--- src/rtl/mem_arb_pkg.sv ---
// Shared types and RV32 load/store encodings for the instruction/data memory arbiter.
// Also holds the alignment/legality check used when a data request is arbitrated.
package mem_arb_pkg;

  typedef enum logic [1:0] {
    ST_IDLE,
    ST_ACCESS,
    ST_RESP
  } state_t;

  localparam logic [2:0] F3_LB  = 3'd0;
  localparam logic [2:0] F3_LH  = 3'd1;
  localparam logic [2:0] F3_LW  = 3'd2;
  localparam logic [2:0] F3_LBU = 3'd4;
  localparam logic [2:0] F3_LHU = 3'd5;
  localparam logic [2:0] F3_SB  = 3'd0;
  localparam logic [2:0] F3_SH  = 3'd1;
  localparam logic [2:0] F3_SW  = 3'd2;

  // High when the data access is misaligned for its width or uses an unsupported funct3.
  function automatic logic access_err(input logic we, input logic [2:0] funct3,
                                      input logic [1:0] lo);
    logic err;
    err = 1'b1;
    if (we) begin
      case (funct3)
        F3_SB:   err = 1'b0;
        F3_SH:   err = lo[0];
        F3_SW:   err = (lo != 2'b00);
        default: err = 1'b1;
      endcase
    end else begin
      case (funct3)
        F3_LB, F3_LBU: err = 1'b0;
        F3_LH, F3_LHU: err = lo[0];
        F3_LW:         err = (lo != 2'b00);
        default:       err = 1'b1;
      endcase
    end
    return err;
  endfunction

endpackage

--- src/rtl/lsu_align.sv ---
// Combinational lane logic: store byte-enable and data replication, load lane
// extraction with sign/zero extension. Results for illegal encodings are gated by the caller.
module lsu_align
  import mem_arb_pkg::*;
(
  input  logic [2:0]  i_funct3,
  input  logic [1:0]  i_lo,
  input  logic [31:0] i_wdata,
  input  logic [31:0] i_mem_read,
  output logic [3:0]  o_byte_en,
  output logic [31:0] o_wlane,
  output logic [31:0] o_rdata
);

  logic [31:0] w_shifted;

  assign w_shifted = i_mem_read >> {i_lo, 3'b000};

  always_comb begin
    o_byte_en = 4'b0000;
    o_wlane   = i_wdata;
    case (i_funct3)
      F3_SB: begin
        o_byte_en = 4'b0001 << i_lo;
        o_wlane   = {4{i_wdata[7:0]}};
      end
      F3_SH: begin
        o_byte_en = 4'b0011 << i_lo;
        o_wlane   = {2{i_wdata[15:0]}};
      end
      F3_SW:   o_byte_en = 4'b1111;
      default: o_byte_en = 4'b0000;
    endcase
  end

  always_comb begin
    o_rdata = '0;
    case (i_funct3)
      F3_LB:   o_rdata = {{24{w_shifted[7]}}, w_shifted[7:0]};
      F3_LH:   o_rdata = {{16{w_shifted[15]}}, w_shifted[15:0]};
      F3_LW:   o_rdata = w_shifted;
      F3_LBU:  o_rdata = {24'd0, w_shifted[7:0]};
      F3_LHU:  o_rdata = {16'd0, w_shifted[15:0]};
      default: o_rdata = '0;
    endcase
  end

endmodule

--- src/rtl/mem_arbiter.sv ---
// Two-requester (fetch/data) arbiter onto one single-port memory, with a
// starvation limit on back-to-back data grants and RV32 byte/half/word lane handling.
module mem_arbiter
  import mem_arb_pkg::*;
#(
  parameter int STARVE_LIMIT = 4
) (
  input  logic        clk,
  input  logic        rst,
  input  logic        if_req,
  input  logic [31:0] if_addr,
  output logic        if_gnt,
  output logic        if_rvalid,
  output logic [31:0] if_rdata,
  input  logic        d_req,
  input  logic        d_we,
  input  logic [2:0]  d_funct3,
  input  logic [31:0] d_addr,
  input  logic [31:0] d_wdata,
  output logic        d_gnt,
  output logic        d_rvalid,
  output logic [31:0] d_rdata,
  output logic        d_err,
  output logic [31:0] addr,
  output logic        rd_en,
  output logic        wr_en,
  output logic [3:0]  byte_en,
  output logic [31:0] mem_write,
  input  logic [31:0] mem_read
);

  localparam int CNT_W = $clog2(STARVE_LIMIT + 1);

  state_t             r_state;
  logic [CNT_W-1:0]   r_cnt;
  logic               r_sel_if;
  logic               r_err;
  logic               r_if_gnt;
  logic               r_d_gnt;
  logic               r_rd_en;
  logic               r_wr_en;
  logic               r_if_rvalid;
  logic               r_d_rvalid;
  logic               r_d_err;
  logic               r_we;
  logic [2:0]         r_funct3;
  logic [31:0]        r_addr;
  logic [31:0]        r_wdata;

  logic               w_arb;
  logic               w_accept;
  logic               w_starved;
  logic               w_pick_if;
  logic               w_d_err_in;
  logic [3:0]         w_be;
  logic [31:0]        w_wlane;
  logic [31:0]        w_rdata_ext;

  assign w_arb      = (r_state == ST_IDLE) || (r_state == ST_RESP);
  assign w_accept   = w_arb && (if_req || d_req);
  assign w_starved  = (r_cnt == CNT_W'(STARVE_LIMIT));
  assign w_pick_if  = if_req && (!d_req || w_starved);
  assign w_d_err_in = access_err(d_we, d_funct3, d_addr[1:0]);

  always_ff @(posedge clk) begin
    if (rst) begin
      r_state     <= ST_IDLE;
      r_cnt       <= '0;
      r_sel_if    <= 1'b0;
      r_err       <= 1'b0;
      r_if_gnt    <= 1'b0;
      r_d_gnt     <= 1'b0;
      r_rd_en     <= 1'b0;
      r_wr_en     <= 1'b0;
      r_if_rvalid <= 1'b0;
      r_d_rvalid  <= 1'b0;
      r_d_err     <= 1'b0;
    end else begin
      case (r_state)
        ST_IDLE, ST_RESP: begin
          r_if_rvalid <= 1'b0;
          r_d_rvalid  <= 1'b0;
          r_d_err     <= 1'b0;
          if (w_accept) begin
            r_state  <= ST_ACCESS;
            r_sel_if <= w_pick_if;
            r_if_gnt <= w_pick_if;
            r_d_gnt  <= !w_pick_if;
            r_rd_en  <= w_pick_if || (!d_we && !w_d_err_in);
            r_wr_en  <= !w_pick_if && d_we && !w_d_err_in;
            r_err    <= !w_pick_if && w_d_err_in;
          end else begin
            r_state <= ST_IDLE;
          end
        end
        ST_ACCESS: begin
          r_state     <= ST_RESP;
          r_if_gnt    <= 1'b0;
          r_d_gnt     <= 1'b0;
          r_rd_en     <= 1'b0;
          r_wr_en     <= 1'b0;
          r_if_rvalid <= r_sel_if;
          r_d_rvalid  <= !r_sel_if;
          r_d_err     <= r_err;
        end
        default: r_state <= ST_IDLE;
      endcase

      // Counts data grants that bypassed a waiting fetch; saturation is implied
      // because a saturated counter forces the fetch grant, which clears it.
      if (!if_req || (w_accept && w_pick_if)) begin
        r_cnt <= '0;
      end else if (w_accept && !w_starved) begin
        r_cnt <= r_cnt + 1'b1;
      end
    end
  end

  always_ff @(posedge clk) begin
    if (w_accept) begin
      r_addr   <= w_pick_if ? if_addr : d_addr;
      r_we     <= d_we;
      r_funct3 <= d_funct3;
      r_wdata  <= d_wdata;
    end
  end

  lsu_align u_lsu_align (
    .i_funct3   (r_funct3),
    .i_lo       (r_addr[1:0]),
    .i_wdata    (r_wdata),
    .i_mem_read (mem_read),
    .o_byte_en  (w_be),
    .o_wlane    (w_wlane),
    .o_rdata    (w_rdata_ext)
  );

  assign if_gnt    = r_if_gnt;
  assign d_gnt     = r_d_gnt;
  assign rd_en     = r_rd_en;
  assign wr_en     = r_wr_en;
  assign if_rvalid = r_if_rvalid;
  assign d_rvalid  = r_d_rvalid;
  assign d_err     = r_d_err;
  assign addr      = (r_state == ST_ACCESS) ? {r_addr[31:2], 2'b00} : '0;
  assign byte_en   = r_wr_en ? w_be : 4'b0000;
  assign mem_write = r_wr_en ? w_wlane : '0;
  assign if_rdata  = r_if_rvalid ? mem_read : '0;
  assign d_rdata   = (r_d_rvalid && !r_d_err && !r_we) ? w_rdata_ext : '0;

endmodule

--- config.mk ---
export PLATFORM = sky130hd
export DESIGN_NAME = mem_arbiter
export DESIGN_NICKNAME = d
export VERILOG_FILES = /design/src/rtl/mem_arb_pkg.sv /design/src/rtl/lsu_align.sv /design/src/rtl/mem_arbiter.sv
export SDC_FILE = /design/constraint.sdc
export NUM_CORES = 1
export LEC_CHECK = 0
export CORE_AREA = 2 2 106 108
export CTS_CLUSTER_SIZE = 20
export DETAILED_ROUTE_END_ITERATION = 6
export DIE_AREA = 0 0 108 110
export DONT_BUFFER_PORTS = 1
export PLACE_DENSITY = 0.68
export SETUP_SLACK_MARGIN = 0.5
export SLEW_MARGIN = 20
export SYNTH_ARGS = -nofsm -noshare
export SYNTH_HDL_FRONTEND = slang
export SYNTH_HIERARCHICAL = 1
export SYNTH_SLANG_ARGS = --single-unit
--- constraint.sdc ---
create_clock -name clk -period 2.7 [get_ports clk]
set_input_delay 0.405 -clock clk [delete_from_list [all_inputs] [get_ports clk]]
set_output_delay 0.405 -clock clk [all_outputs]
set_load 0.03 [all_outputs]
Word level (Yosys, flattened, before mapping). Index checks and enable logic that the tools add are counted.

Bits in registers: 82. Word-level logic and storage cells: 91. Output and inout bits: 139. Bits of input ports: 136.

Add/subtract/negate cells: 1. Reductions and logical operators: 35. Shift-type cells: 3. Eq/ne operators: 12. Mux-type cells: 25.

Operators with widths (count): two-way mux 32 bit (5); one-hot mux 32 bit (5 select lines) (1); one-hot mux 32 bit (2 select lines) (1); >> shifter 32 x 5 -> 32 bit (1); equality test 3 bit (second input constant) (5); one-hot mux 1 bit (2 select lines) (7); one-hot mux 4 bit (3 select lines) (1); logical AND 1 bit (10); zero test 1 bit (9); OR reduction 2 bit (4); equality test 3 x 1 -> 1 bit (second input constant) (2); equality test 3 x 2 -> 1 bit (second input constant) (2); zero test 3 bit (2); two-way mux 1 bit (6); one-hot mux 1 bit (3 select lines) (2); logical OR 1 bit (5); two-way mux 4 bit (1); one-hot mux 2 bit (2 select lines) (1); AND reduction 2 bit (2); nonzero test 2 bit (2); << shifter 1 x 2 -> 4 bit (first input constant) (1); << shifter 2 x 2 -> 4 bit (first input constant) (1); adder 3 x 1 -> 3 bit (second input constant) (1); equality test 2 x 1 -> 1 bit (second input constant) (1); 3 further kinds (3).

Logic depth before layout (Yosys ltp). Gate-level depths: netlist of the first run.

Depth in word-level cells: 9. Mapped depth: 8.

By module. The synthesis of the first run kept the hierarchy.

By module, submodules not included: mem_arbiter (sequential area each 2322.2 um2, cells each 322, times used 1, area an instance 4007.6 um2); lsu_align (sequential area each 0.0 um2, cells each 195, times used 1, area an instance 1406.3 um2).

Least setup slack after synthesis of the first run. Ideal clock, no wire load.

Path kind: input-to-reg. Start: input port if_req. End: register r_cnt[2]. Arrival time: 2.495 ns. Cell stages on the path: 5. Data required time: 2.579 ns. Setup slack: 0.084 ns. Library setup time: 0.121 ns. Path through: buf_4 > o21bai_4 > inv_1 > and4b_1 > nor3_2.

Cells in the longest elaborated chain, start to end: 5.

RTL lines: from (decl) (line mem_arbiter.sv:10) `input logic if_req,`; logical OR 1 bit * (line mem_arbiter.sv:60) `assign w_accept = w_arb && (if_req || d_req);`; logical AND 1 bit * (line mem_arbiter.sv:60); named net w_accept (line mem_arbiter.sv:51) `logic w_accept;`; logical AND 1 bit (line mem_arbiter.sv:111) `if (!if_req || (w_accept && w_pick_if)) begin`; logical OR 1 bit (line mem_arbiter.sv:111); OR reduction 2 bit (no line); to (signal assigned) (line mem_arbiter.sv:114) `r_cnt <= r_cnt + 1'b1;`; to (decl) (line mem_arbiter.sv:35) `logic [CNT_W-1:0] r_cnt;`.

Mark *: on every way through the listed nets, which the timed path passes. The rest lies on a longest branch. A chain may end at the register's enable or synchronous reset.

Final worst setup path of the first run.
Start: register r_addr[1]. End: output port byte_en[2].

Cells in the longest elaborated chain, start to end: 3.

RTL lines: from (decl) (line mem_arbiter.sv:47) `logic [31:0] r_addr;`; from (signal assigned) (line mem_arbiter.sv:121) `r_addr <= w_pick_if ? if_addr : d_addr;`; << shifter 2 x 2 -> 4 bit / << shifter 1 x 2 -> 4 bit (equally long branches) (line lsu_align.sv:28, lsu_align.sv:24); one-hot mux 4 bit (3 select lines) * (line lsu_align.sv:22) `case (i_funct3)`; named net w_be[2] (line mem_arbiter.sv:55) `logic [3:0] w_be;`; two-way mux 4 bit * (line mem_arbiter.sv:146) `assign byte_en = r_wr_en ? w_be : 4'b0000;`; to (decl) (line mem_arbiter.sv:27) `output logic [3:0] byte_en,`.

Marks and branches as above.

==> impl_summary.md, run 1 <==
Clock network
The H-tree generated during clock tree synthesis spans 3 levels. The clock latency reported for the late side of the worst-skew pair is 0.36 ns. The clock tree root driver cell is sky130_fd_sc_hd__clkbuf_8. The clock sink total is 82. TritonCTS built the clock tree. The clock-pin slew of the registers on the worst-case setup and hold paths is 0.09 ns.

The deepest clock path buffer count is 2. Hold repair after CTS inserted 0 buffers. The total CTS buffers is 9.

Worst setup path
The kind of launch point of the worst setup path is a register. In this run the critical register-to-register path is launched from r_cnt[0]$_SDFFE_PP0P_. The worst register-to-register path has a setup slack of 0.78 ns.

The endpoint required time on the critical path is 2.30 ns. The critical path arrival is 1.95 ns. The maximum fanout count along the critical path is 8. STA classifies the critical path endpoint as a primary output. In this run the worst setup path begins at r_addr[1]$_DFFE_PN_. The worst flop-to-flop path endpoint is r_addr[0]$_DFFE_PN_. The worst-case reg-to-reg path depth is 5. The kind of critical path is reg2out.

Min path
The worst hold path begins at rst. The type of the worst min-delay path is in2reg. Counting instances, the worst hold path has a depth of 1.

The worst hold path terminates at r_sel_if$_SDFFE_PP0P_.

Placed design
At the end of routability-driven placement, the weighted congestion stood at 0.799. Summed over all nets, the half-perimeter wirelength after detailed placement is 9680 um. Input and output buffers added on the ports amount to 0.

The instance area at placement is 0.00574 mm2.

Cells and area
The area growth from synthesis to final layout is 24.7%. The post-route netlist has 45.3% of its cells at a drive strength greater than 1. The final design area excluding fillers is 0.00675 mm2. The number of antenna repair diodes is 0. At the end of the flow the core is filled with cells to 63.1%.

The number of nets in the final layout is 694.

Logic synthesis
The flop and latch count out of synthesis is 82. The proportion of netlist area held by the largest area contributor is 37.7%. In the synthesized netlist, the cells that appear most often are sky130_fd_sc_hd__and2_1 (132), sky130_fd_sc_hd__edfxtp_1 (68), sky130_fd_sc_hd__mux2_2 (46), sky130_fd_sc_hd__nand2_1 (29), sky130_fd_sc_hd__mux2i_1 (28). In the synthesized netlist, the number of instances is 517.

In this run the mean area of a mapped cell was 10.5 um2. The post-synthesis simple-gate area fraction is 24.4%. After synthesis, the largest family of logic cells by area is simple AND/OR/NAND/NOR gates. The most common cell in the synthesized netlist is sky130_fd_sc_hd__and2_1.

The number of different library cells used by synthesis comes to 60. The most frequently used flop master after synthesis is sky130_fd_sc_hd__edfxtp_1. The synthesized netlist occupies a cell area of 0.00541 mm2. Of the total synthesized cell area, the portion taken by full adders, half adders and majority gates is 0.462%. By area the synthesized netlist is led by sky130_fd_sc_hd__edfxtp_1 (38%), sky130_fd_sc_hd__and2_1 (15%), sky130_fd_sc_hd__mux2_2 (9.6%). The portion of netlist area occupied by mux cells is 15.6%. The share of async-settable or async-resettable flops after synthesis is 0%. For this run, the number of Yosys warnings is 6.

The compound-gate portion of the synthesized area is 9.82%. Sequential cells were found to cover 42.9% of the synthesized design area. The library cell with the largest summed area after synthesis is sky130_fd_sc_hd__edfxtp_1. The number of flops mapped to enable cells by yosys is 68.

The xor-xnor portion of the synthesized cell area is 0.162%.

Global routing
The number of global-route vias before repair is 3737. The total overflow left after global routing is 0. The number of antenna violations at the first check in global routing came to 0. The first-pass GRT wire length is 19200 um. The global routing usage summed across all routing layers is 21.2%. Entering global routing, the biggest net connects 40 pins.

Detailed routing
The number of nets with antenna violations after routing is 0. Before antenna repair, the detailed router went through 4 iterations. The routed wirelength normalized by instance count is 20.2 um. For this run, design rule violations remaining after detail routing come to 0.

Wires add up to 14100 um. The via density per instance is 5.68. The number of vias in the routed layout is 3982.

The detailed router finished its first iteration with 175 violations.

Timing
Timing would allow up to 425 MHz. The post-route fraction of the period consumed by the critical path is 87.1%. The worst hold slack across all endpoints is 0.112 ns. The measured slew at the worst slew-check pin is 0.667 ns. On the final layout, the worst clock skew is 0.00996 ns. The worst slew margin relative to its limit is 55.5%.

The final hold violation count came to 0. The setup TNS after final layout is 0 ns. The worst path in the final design needs a cycle of 2.35 ns, including I/O delays and setup.

The number of max-slew violations in the final report came to 0. The total setup violations reported at the end of the flow is 0. Setup repair after global routing could not meet its margin everywhere.

Die
The area of the die is 0.0119 mm2. The die is 108 um wide. The initial cell density of the core is 50.6%. In this run the count of I/O pins placed on the die edge is 275. Row generation in the floorplan step produced 38 rows. In this run the standard cell core region covers 0.0107 mm2. The height of the chip is 110 um.

Run
Across the run, the number of max-cap violations was 0.

Status
The flow ran to the end, and the final reports show no timing, DRC or antenna violations.

Pwr
The overall power is 3.24 mW. Summed over all cells, the static leakage comes to 2.71 nW. The total power per unit cell area is 479 mW/mm2. VDD sags by at most 395 uV.
-- cell usage in the layout, fill, tap and decap left out, drive strengths merged, types with 6 or more instances in the layout --
cell type | netlist | layout
and2 | 132 | 132
buf | 32 | 73
edfxtp | 68 | 68
mux2 | 48 | 48
nand2 | 30 | 30
mux2i | 28 | 28
nor2 | 21 | 21
a21oi | 20 | 20
o21ai | 18 | 18
a211oi | 17 | 17
dfxtp | 14 | 14
clkbuf | 17 | 11
nor2b | 8 | 8
inv | 6 | 8
o2bb2ai | 7 | 7
and2b | 6 | 6
-- stage by stage --
step / instances / worst slack (ns)
final: 701 / 0.349
after global routing: 701 / 0.255
after CTS: 680 / 0.358
after detailed placement: 647 / 0.340
after global placement: 647 / 0.404
after floorplan: 518 / 0.290
-- cell type report --
| type | instances | area (um2) |
|---|---|---|
| clock buffers | 9 | 124 |
| clock inverters | 7 | 76.3 |
| fillers | 877 | 3950 |
| inverters | 6 | 26.3 |
| multi-input cells | 382 | 3160 |
| flip-flops and latches | 82 | 2320 |
| well taps | 140 | 175 |
| repair buffers | 75 | 867 |
-- metal layers --
| layer | up-vias | track usage (%) | part of all wire [%] |
|---|---|---|---|
| met3 | 15 | 8.29 | 8.4 |
| met4 | 0 | 7.42 | 1.5 |
| met5 | - | 0 | 0 |
| met2 | 186 | 38.5 | 54 |
| met1 | 1894 | 22.3 | 36 |
| li1 | 1887 | - | - |
-- kinds of logic (layout without fill, tap and decap cells) --
group	count (synthesis)	count (layout)
AO/OA/AOI/OAI	77	77
XOR/XNOR	1	1
adder cells (fa/ha/maj)	2	2
buffers and inverters	55	97
flip-flops	82	82
multiplexers	77	77
other	1	2
AND/OR/NAND/NOR	222	223
-- timing repair --
| item | in CTS | in global routing |
|---|---|---|
| pin swaps | 6 | 16 |
| setup buffers | 16 | 18 |
| hold endpoints to repair | 0 | 0 |
| endpoints found under the setup margin | 60 | 80 |
| gates cloned | 1 | 3 |
| gates resized for setup | 66 | 115 |
-- how the worst max path moves through the flow --
| stage | to | slack (ns) | cells past startpoint |
|---|---|---|---|
| finish | byte_en[2] | 0.35 | 8 |
| global route | d_rdata[31] | 0.26 | 8 |
| CTS | byte_en[2] | 0.36 | 8 |
| detailed placement | d_rdata[17] | 0.34 | 6 |
| global placement | d_rdata[17] | 0.40 | 6 |
| floorplan | r_cnt[2]$_SDFFE_PP0P_ | 0.29 | 5 |
-- state kept, by name (all words and copies together), names as in the netlist --
signal and count:
r_we 1, d_err 1, r_err 1, r_funct3 3, r_state 2, r_sel_if 1, r_wdata 32, if_rvalid 1
wr_en 1, rd_en 1, r_cnt 3, d_rvalid 1, if_gnt 1, d_gnt 1, r_addr 32
-- worst max-delay path, cell delays in order, from the launching register on --
cell and delay [ns]:
sky130_fd_sc_hd__edfxtp_1 0.38, sky130_fd_sc_hd__buf_6 0.16, sky130_fd_sc_hd__buf_6 0.12, sky130_fd_sc_hd__and2b_4 0.31, sky130_fd_sc_hd__a21oi_2 0.08, sky130_fd_sc_hd__o21a_1 0.17, sky130_fd_sc_hd__nor2_1 0.10, sky130_fd_sc_hd__and2_4 0.16
sky130_fd_sc_hd__buf_12 0.12
-- power breakdown --
group	total (mW)	leakage, nW	internal, mW	switching [mW]
Sequential	1.55	0.785	1.49	0.0574
Combinational	0.784	1.82	0.351	0.433
Clock	0.905	0.104	0.437	0.468
Note: power is estimated with default switching activity, not from simulation.
==> run 2: changes to the inputs <==
--- a/config.mk
+++ b/config.mk
@@ -11,7 +11,6 @@
 export DIE_AREA = 0 0 108 110
 export DONT_BUFFER_PORTS = 1
 export PLACE_DENSITY = 0.68
-export SETUP_SLACK_MARGIN = 0.5
 export SLEW_MARGIN = 20
 export SYNTH_ARGS = -nofsm -noshare
 export SYNTH_HDL_FRONTEND = slang
==> impl_summary.md, run 2 (synthesis results as in run 1) <==
Timing
At the pin with the least slew margin, the transition time is 0.713 ns. In this run the tightest slew margin relative to its limit is 52.4%. The maximum frequency from static timing analysis is 393 MHz. The number of max-slew violations in the final report is 0.

The final critical path takes up 94.3% of the cycle. The clock arrives with 0.0107 ns of skew. Setup repair after global routing left no endpoint under its margin. The final hold violation count is 0. Adding up every negative setup slack in the final design gives 0 ns. Setup violations remaining at the end of the flow were counted as 0. Subtracting the final worst setup slack from the clock period gives 2.55 ns. The worst hold slack across all endpoints is 0.111 ns.

Worst setup path
Walking the worst path, the cells encountered are and2b_1 > a21oi_1 > o21a_1 > nor2_1 > and2_1 > buf_12. The reg-to-reg setup timing slack is 0.77 ns. The peak per-stage delay on the critical path is 0.69 ns. The slowest cell on the critical path is sky130_fd_sc_hd__edfxtp_1. The kind of capture point of the worst setup path is a primary output. The kind of launch point of the worst setup path is a register.

At the worst endpoint, the required time is 2.30 ns. The kind of critical path is reg2out. Data on the critical path arrives at its endpoint at 2.14 ns. The maximum fanout count along the critical path is 16.

Clock network
The total CTS buffers is 9. The clock tree root driver cell is sky130_fd_sc_hd__clkbuf_8. The H-tree depth reported by CTS is 3. The tree built by TritonCTS fans out to 82 sinks. The clock-pin slew of the registers on the worst-case setup and hold paths is 0.08 ns. The clock tree from TritonCTS is done. Counting along the longest clock path gives a buffer depth of 2. Clock latency on the worst-skew pair, taken at its later pin, is 0.36 ns.

Cells and area
The fraction of the core area covered by cells at the end of the flow is 55.5%. The proportion of layout cells with a drive suffix above 1 is 23.1%. The non-filler instance count after layout is 667. The largest registers in the layout are r_addr x32, r_wdata x32. The number of antenna repair diodes is 0. The fill cell total of the finished layout is 943. The library cell used most frequently in the layout, excluding fill and tap cells, is sky130_fd_sc_hd__and2_1. The area growth from synthesis to layout is 9.64%. The net count of the finished layout is 660. The top cell types in the final layout, fill and taps aside, are sky130_fd_sc_hd__and2_1 (132), sky130_fd_sc_hd__edfxtp_1 (68), sky130_fd_sc_hd__mux2_2 (46).

Placed design
The number of placed instances, taps included, is 648. Port buffering added 0 buffers. The congestion estimate from routability-driven global placement came to 0.812. The final HPWL from detailed placement is 10000 um.

Min path
The type of the worst min-delay path is in2reg.

Global routing
The total congestion overflow after global routing is 0. Global routing consumed, over all layers together, 21.4% of the routing resources. The number of antenna violations at the first check in global routing is 0. The largest net degree at the start of global routing is 45. The first-pass GRT wire length is 19300 um. The number of global-route vias before repair is 3635.

Die
The initial cell density of the core is 50.6%. The number of cell rows is 38. During I/O placement, the number of pins put on the boundary was 275. The die width is 108 um. The region available for standard cell placement spans 0.0107 mm2.

The die covers 0.0119 mm2. The height of the chip is 110 um.

Detailed routing
The via density per instance is 5.72. In the final routed layout, each cell accounts on average for 19.9 um. For this block, the routed nets add up to 13300 um of wire. The number of nets with antenna violations after routing is 0. After detailed routing, the number of remaining DRC violations is 0. The DRC marker count from the first detailed-route iteration is 224. For this run, the detailed router's first-pass iteration total came to 4. The number of vias in the routed layout is 3816.

Pwr
Dividing total power by cell area gives a power density of 495 mW/mm2. The leakage dissipation is 2.34 nW. VDD sags by at most 406 uV.

Run
Across the run, the number of max-cap violations was 0.

Status
The run finished with clean final reports.
## run 2: cell types whose count changed in the layout (fill, tap and decap cells not counted), moves of 5 or more
cell and change:
sky130_fd_sc_hd__nor2_4 -7, sky130_fd_sc_hd__o21ai_0 +5, sky130_fd_sc_hd__o21ai_1 -5, sky130_fd_sc_hd__mux2_2 +16
sky130_fd_sc_hd__and2_4 -39, sky130_fd_sc_hd__buf_6 -10, sky130_fd_sc_hd__a21oi_2 -8, sky130_fd_sc_hd__buf_4 -15
sky130_fd_sc_hd__mux2_4 -16, sky130_fd_sc_hd__and2_2 -25, sky130_fd_sc_hd__and2_1 +64, sky130_fd_sc_hd__a21oi_1 +9
sky130_fd_sc_hd__nor2_1 +11
## run 2: final cells by class
cell class	count	area (um2)	area share, %
clock buffers	9	124	2.09
clock inverters	7	52.6	0.885
inverters	6	22.5	0.379
multi-input cells	381	2760	46.5
flip-flops and latches	82	2320	39.1
well taps	140	175	2.95
repair buffers	42	482	8.12
## run 2: timing repair
action                                  CTS  global route
gates resized for setup                   1             3
hold buffers                              0             0
setup buffers                             2             1
endpoints found under the setup margin    8            11
## run 2: critical path, delay by kind of cell, from the launching register on
kind	cells	cell delay, ns
buffers and inverters	1	0.14
flip-flops	1	0.69
AND/OR/NAND/NOR	3	0.65
AO/OA/AOI/OAI	2	0.31
## run 2: path summary, 6_finish.rpt
check / start / end / cells past startpoint
worst min-delay path: rst / d_gnt$_SDFFE_PP0P_ / 1
worst min register to register: r_sel_if$_SDFFE_PP0P_ / r_sel_if$_SDFFE_PP0P_ / 2
worst max register to register: r_cnt[0]$_SDFFE_PP0P_ / r_addr[1]$_DFFE_PN_ / 5
worst max-delay path: r_addr[0]$_DFFE_PN_ / byte_en[2] / 6
## run 2: where the power goes
group / total (mW) / internal (mW) / switching (mW)
Clock: 0.803 / 0.340 / 0.463
Combinational: 0.579 / 0.227 / 0.352
Sequential: 1.56 / 1.49 / 0.0675
## run 2: per-stage QoR
step / cell area, um2 / power, mW / setup WS (ns)
after floorplan: 5420 / 2.09 / 0.0844
after detailed placement: 5720 / 2.15 / 0.359
after CTS: 5920 / 2.97 / 0.0433
after global routing: 5940 / 3.08 / 0.00684
after global placement: 5720 / 2.14 / 0.414
final: 5940 / 2.94 / 0.154
## run 2: per-layer routing
metal / share of wire (%) / GRT usage (%)
met1: 36 / 22.6
met2: 53 / 38.7
met3: 9.7 / 8.29
met4: 1.9 / 7.97
met5: 0 / 0
==> run 3: changes to the inputs <==
--- a/config.mk
+++ b/config.mk
@@ -10,6 +10,7 @@
 export DETAILED_ROUTE_END_ITERATION = 6
 export DIE_AREA = 0 0 108 110
 export DONT_BUFFER_PORTS = 1
+export GPL_TIMING_DRIVEN = 0
 export PLACE_DENSITY = 0.68
 export SLEW_MARGIN = 20
 export SYNTH_ARGS = -nofsm -noshare
==> impl_summary.md, run 3 (synthesis results as in run 1) <==
Status
The run finished with clean final reports.

Worst setup path
The worst flop-to-flop path endpoint is r_addr[10]$_DFFE_PN_. The slowest cell on the critical path is sky130_fd_sc_hd__edfxtp_1. Counting cells, the worst reg-to-reg path comes to 6. The sum of buffers and inverters on the critical path is 2.

The critical path arrival is 2.11 ns. The kind of launch point of the worst setup path is a register. The kind of capture point of the worst setup path is a primary output. For the worst setup path, the data required time is 2.30 ns. The startpoint of the most critical register-to-register path is r_cnt[0]$_SDFFE_PP0P_. The kind of cell with the highest combined delay on the critical path is simple AND/OR/NAND/NOR gates. In this design, the critical path's most frequently occurring cell is sky130_fd_sc_hd__buf_2. The maximum fanout count along the critical path is 10. The peak per-stage delay on the critical path is 0.36 ns. Walking the worst path, the cells encountered are buf_2 > nor2_4 > buf_2 > mux2_2 > and2_1. The kind of critical path is reg2out. The reg-to-reg setup timing slack is 0.88 ns.

Clock network
After clock tree synthesis, the clock-pin slew on the worst setup and hold paths is 0.09 ns. The clock tree root driver cell is sky130_fd_sc_hd__clkbuf_8. The clock sink total is 82. The clock latency reported for the late side of the worst-skew pair is 0.36 ns. The clock tree from TritonCTS is done. Counting the buffers created by CTS gives 9. The H-tree depth reported by CTS is 3. The deepest clock path buffer count is 2.

Cells and area
In the final layout, the registers with the most flip-flops are r_addr x32, r_wdata x32. The number of nets in the final layout is 668. The area growth from synthesis to final layout is 7.93%. In the final layout, the share of cells above drive strength 1 is 21.3%. 0 antenna diodes ended up in the layout. Leaving out filler cells and counting taps, the final layout contains 675.

Leaving out fill and tap cells, the most frequent cell in the layout is sky130_fd_sc_hd__and2_1. In the layout the commonest cells are sky130_fd_sc_hd__and2_1 (132), sky130_fd_sc_hd__edfxtp_1 (68), sky130_fd_sc_hd__mux2_2 (46).

Pwr
The clock group share of total power is 31.4%. The fraction of power consumed by sequential logic is 48.5%. The leakage dissipation is 2.30 nW.

The total power per unit cell area is 542 mW/mm2. The internal power summed over all cells is 2.27 mW. Combinational cells account for 20.1% of the total power. Summed over all nets, the switching power comes to 0.904 mW. The worst-case IR drop observed on VDD is 430 uV. In this run switching power makes up 28.5% of total power.

Placed design
The final HPWL from detailed placement is 10800 um. Input and output buffers added on the ports amount to 0. At the end of routability-driven placement, the weighted congestion stood at 0.832. The number of placed instances with taps included is 659.

Timing
The number of max-slew violations in the final report was 0. Setup repair after global routing left no endpoint under its margin. The measured slew at the worst slew-check pin is 0.616 ns.

The final hold violation count is 0. The smallest clock period supported by the final layout is computed as 2.51 ns. The worst slew margin relative to its limit is 58.9%. Setup violations remaining at the end of the flow were counted as 0.

The setup TNS after final layout is 0 ns. The worst path uses 93.1% of the clock period. The clock arrives with 0.0100 ns of skew. Hold is met by 0.138 ns. The maximum frequency from static timing analysis is 398 MHz.

Detailed routing
Across all layers, the routed design uses 3846 vias. The total length of routed wires is 13900 um. The DRC marker count from the first detailed-route iteration is 234. The number of nets with antenna violations after routing is 0. The routed wirelength normalized by instance count is 20.6 um. For this run, design rule violations remaining after detail routing come to 0. The number of iterations in the first detailed-routing pass is 4. In the routed layout, each cell is associated on average with a via count of 5.70.

Min path
The min-delay analysis places its worst path in the category in2reg. The worst hold path was traced through 0 stages. The launch instance of the worst min-delay path is d_funct3[0].

The endpoint of the worst hold-timing path is r_funct3[0]$_DFFE_PN_.

Run
The number of maximum-capacitance constraint violations is 0.

Global routing
The first global-routing pass estimated 20300 um of wire. The number of global-route vias before repair is 3843. The global routing usage summed across all routing layers is 22.5%.

The number of antenna violations at the first check in global routing is 0. The total congestion overflow after global routing is 0. Entering global routing, the biggest net connects 46 pins.

Die
In this run the vertical extent of the chip is 110 um. In this run the count of I/O pins placed on the die edge is 275. The floorplan has 38 rows.

The floorplan step defined a core boundary enclosing 0.0107 mm2. The initial cell density of the core is 50.6%. The die width is 108 um. The area of the die is 0.0119 mm2.
## run 3: changes by cell type in the layout (fill, tap and decap cells not counted), sizes merged
| cell | delta |
|---|---|
| buf | -9 |
| bufinv | +2 |
| clkbuf | +17 |
| inv | +1 |
| clkinv | -3 |
## run 3: cell type report
cell class / count / area (um2)
well taps: 140 / 175
clock inverters: 7 / 98.8
flip-flops and latches: 82 / 2320
fillers: 971 / 4850
repair buffers: 1 / 20.0
plain buffers: 49 / 334
clock buffers: 9 / 124
multi-input cells: 381 / 2740
inverters: 6 / 25.0
## run 3: layer usage
layer / up-vias / global-route usage, % / wire (um) / part of all wire, %
li1: 1822 / - / - / -
met1: 1822 / 23.2 / 4990 / 36
met2: 185 / 41.2 / 7300 / 52
met3: 17 / 8.99 / 1390 / 10
met4: 0 / 8.15 / 225 / 1.6
met5: - / 0 / 0 / 0
## run 3: worst max-delay path by stage
stage	from	to	slack, ns	cells past startpoint
finish	r_funct3[2]$_DFFE_PN_	mem_write[23]	0.19	5
global route	d_rvalid$_SDFFE_PP0P_	d_rdata[15]	0.05	3
CTS	r_funct3[2]$_DFFE_PN_	mem_write[23]	0.15	5
detailed placement	d_rvalid$_SDFFE_PP0P_	d_rdata[15]	0.41	3
global placement	if_req	r_cnt[2]$_SDFFE_PP0P_	-0.52	5
floorplan	if_req	r_cnt[2]$_SDFFE_PP0P_	0.08	5
## run 3: through the flow
stage | instance area (um2) | setup slack (ns) | total power, mW | utilization, %
floorplan | 5420 | 0.0844 | 2.09 | -
global route | 5840 | 0.0491 | 3.30 | 54.6
detailed placement | 5620 | 0.411 | 2.20 | 52.5
global placement | 5590 | -0.519 | 2.18 | 52.3
CTS | 5840 | 0.147 | 3.20 | 54.6
finish | 5840 | 0.186 | 3.17 | 54.6
## run 3: power groups by stage
stage,Sequential (mW),Clock (mW),Combinational (mW)
2_1_floorplan,1.56,0,0.528
3_3_place_gp,1.57,0,0.613
3_5_place_dp,1.57,0,0.635
4_1_cts,1.54,1.02,0.638
5_1_grt,1.55,1.06,0.693
6_report,1.54,0.996,0.636
## run 3: what timing repair did
item                                    CTS  global route
setup buffers                             0             0
hold buffers                              0             0
endpoints found under the setup margin    1             0
gates resized for setup                   1             0
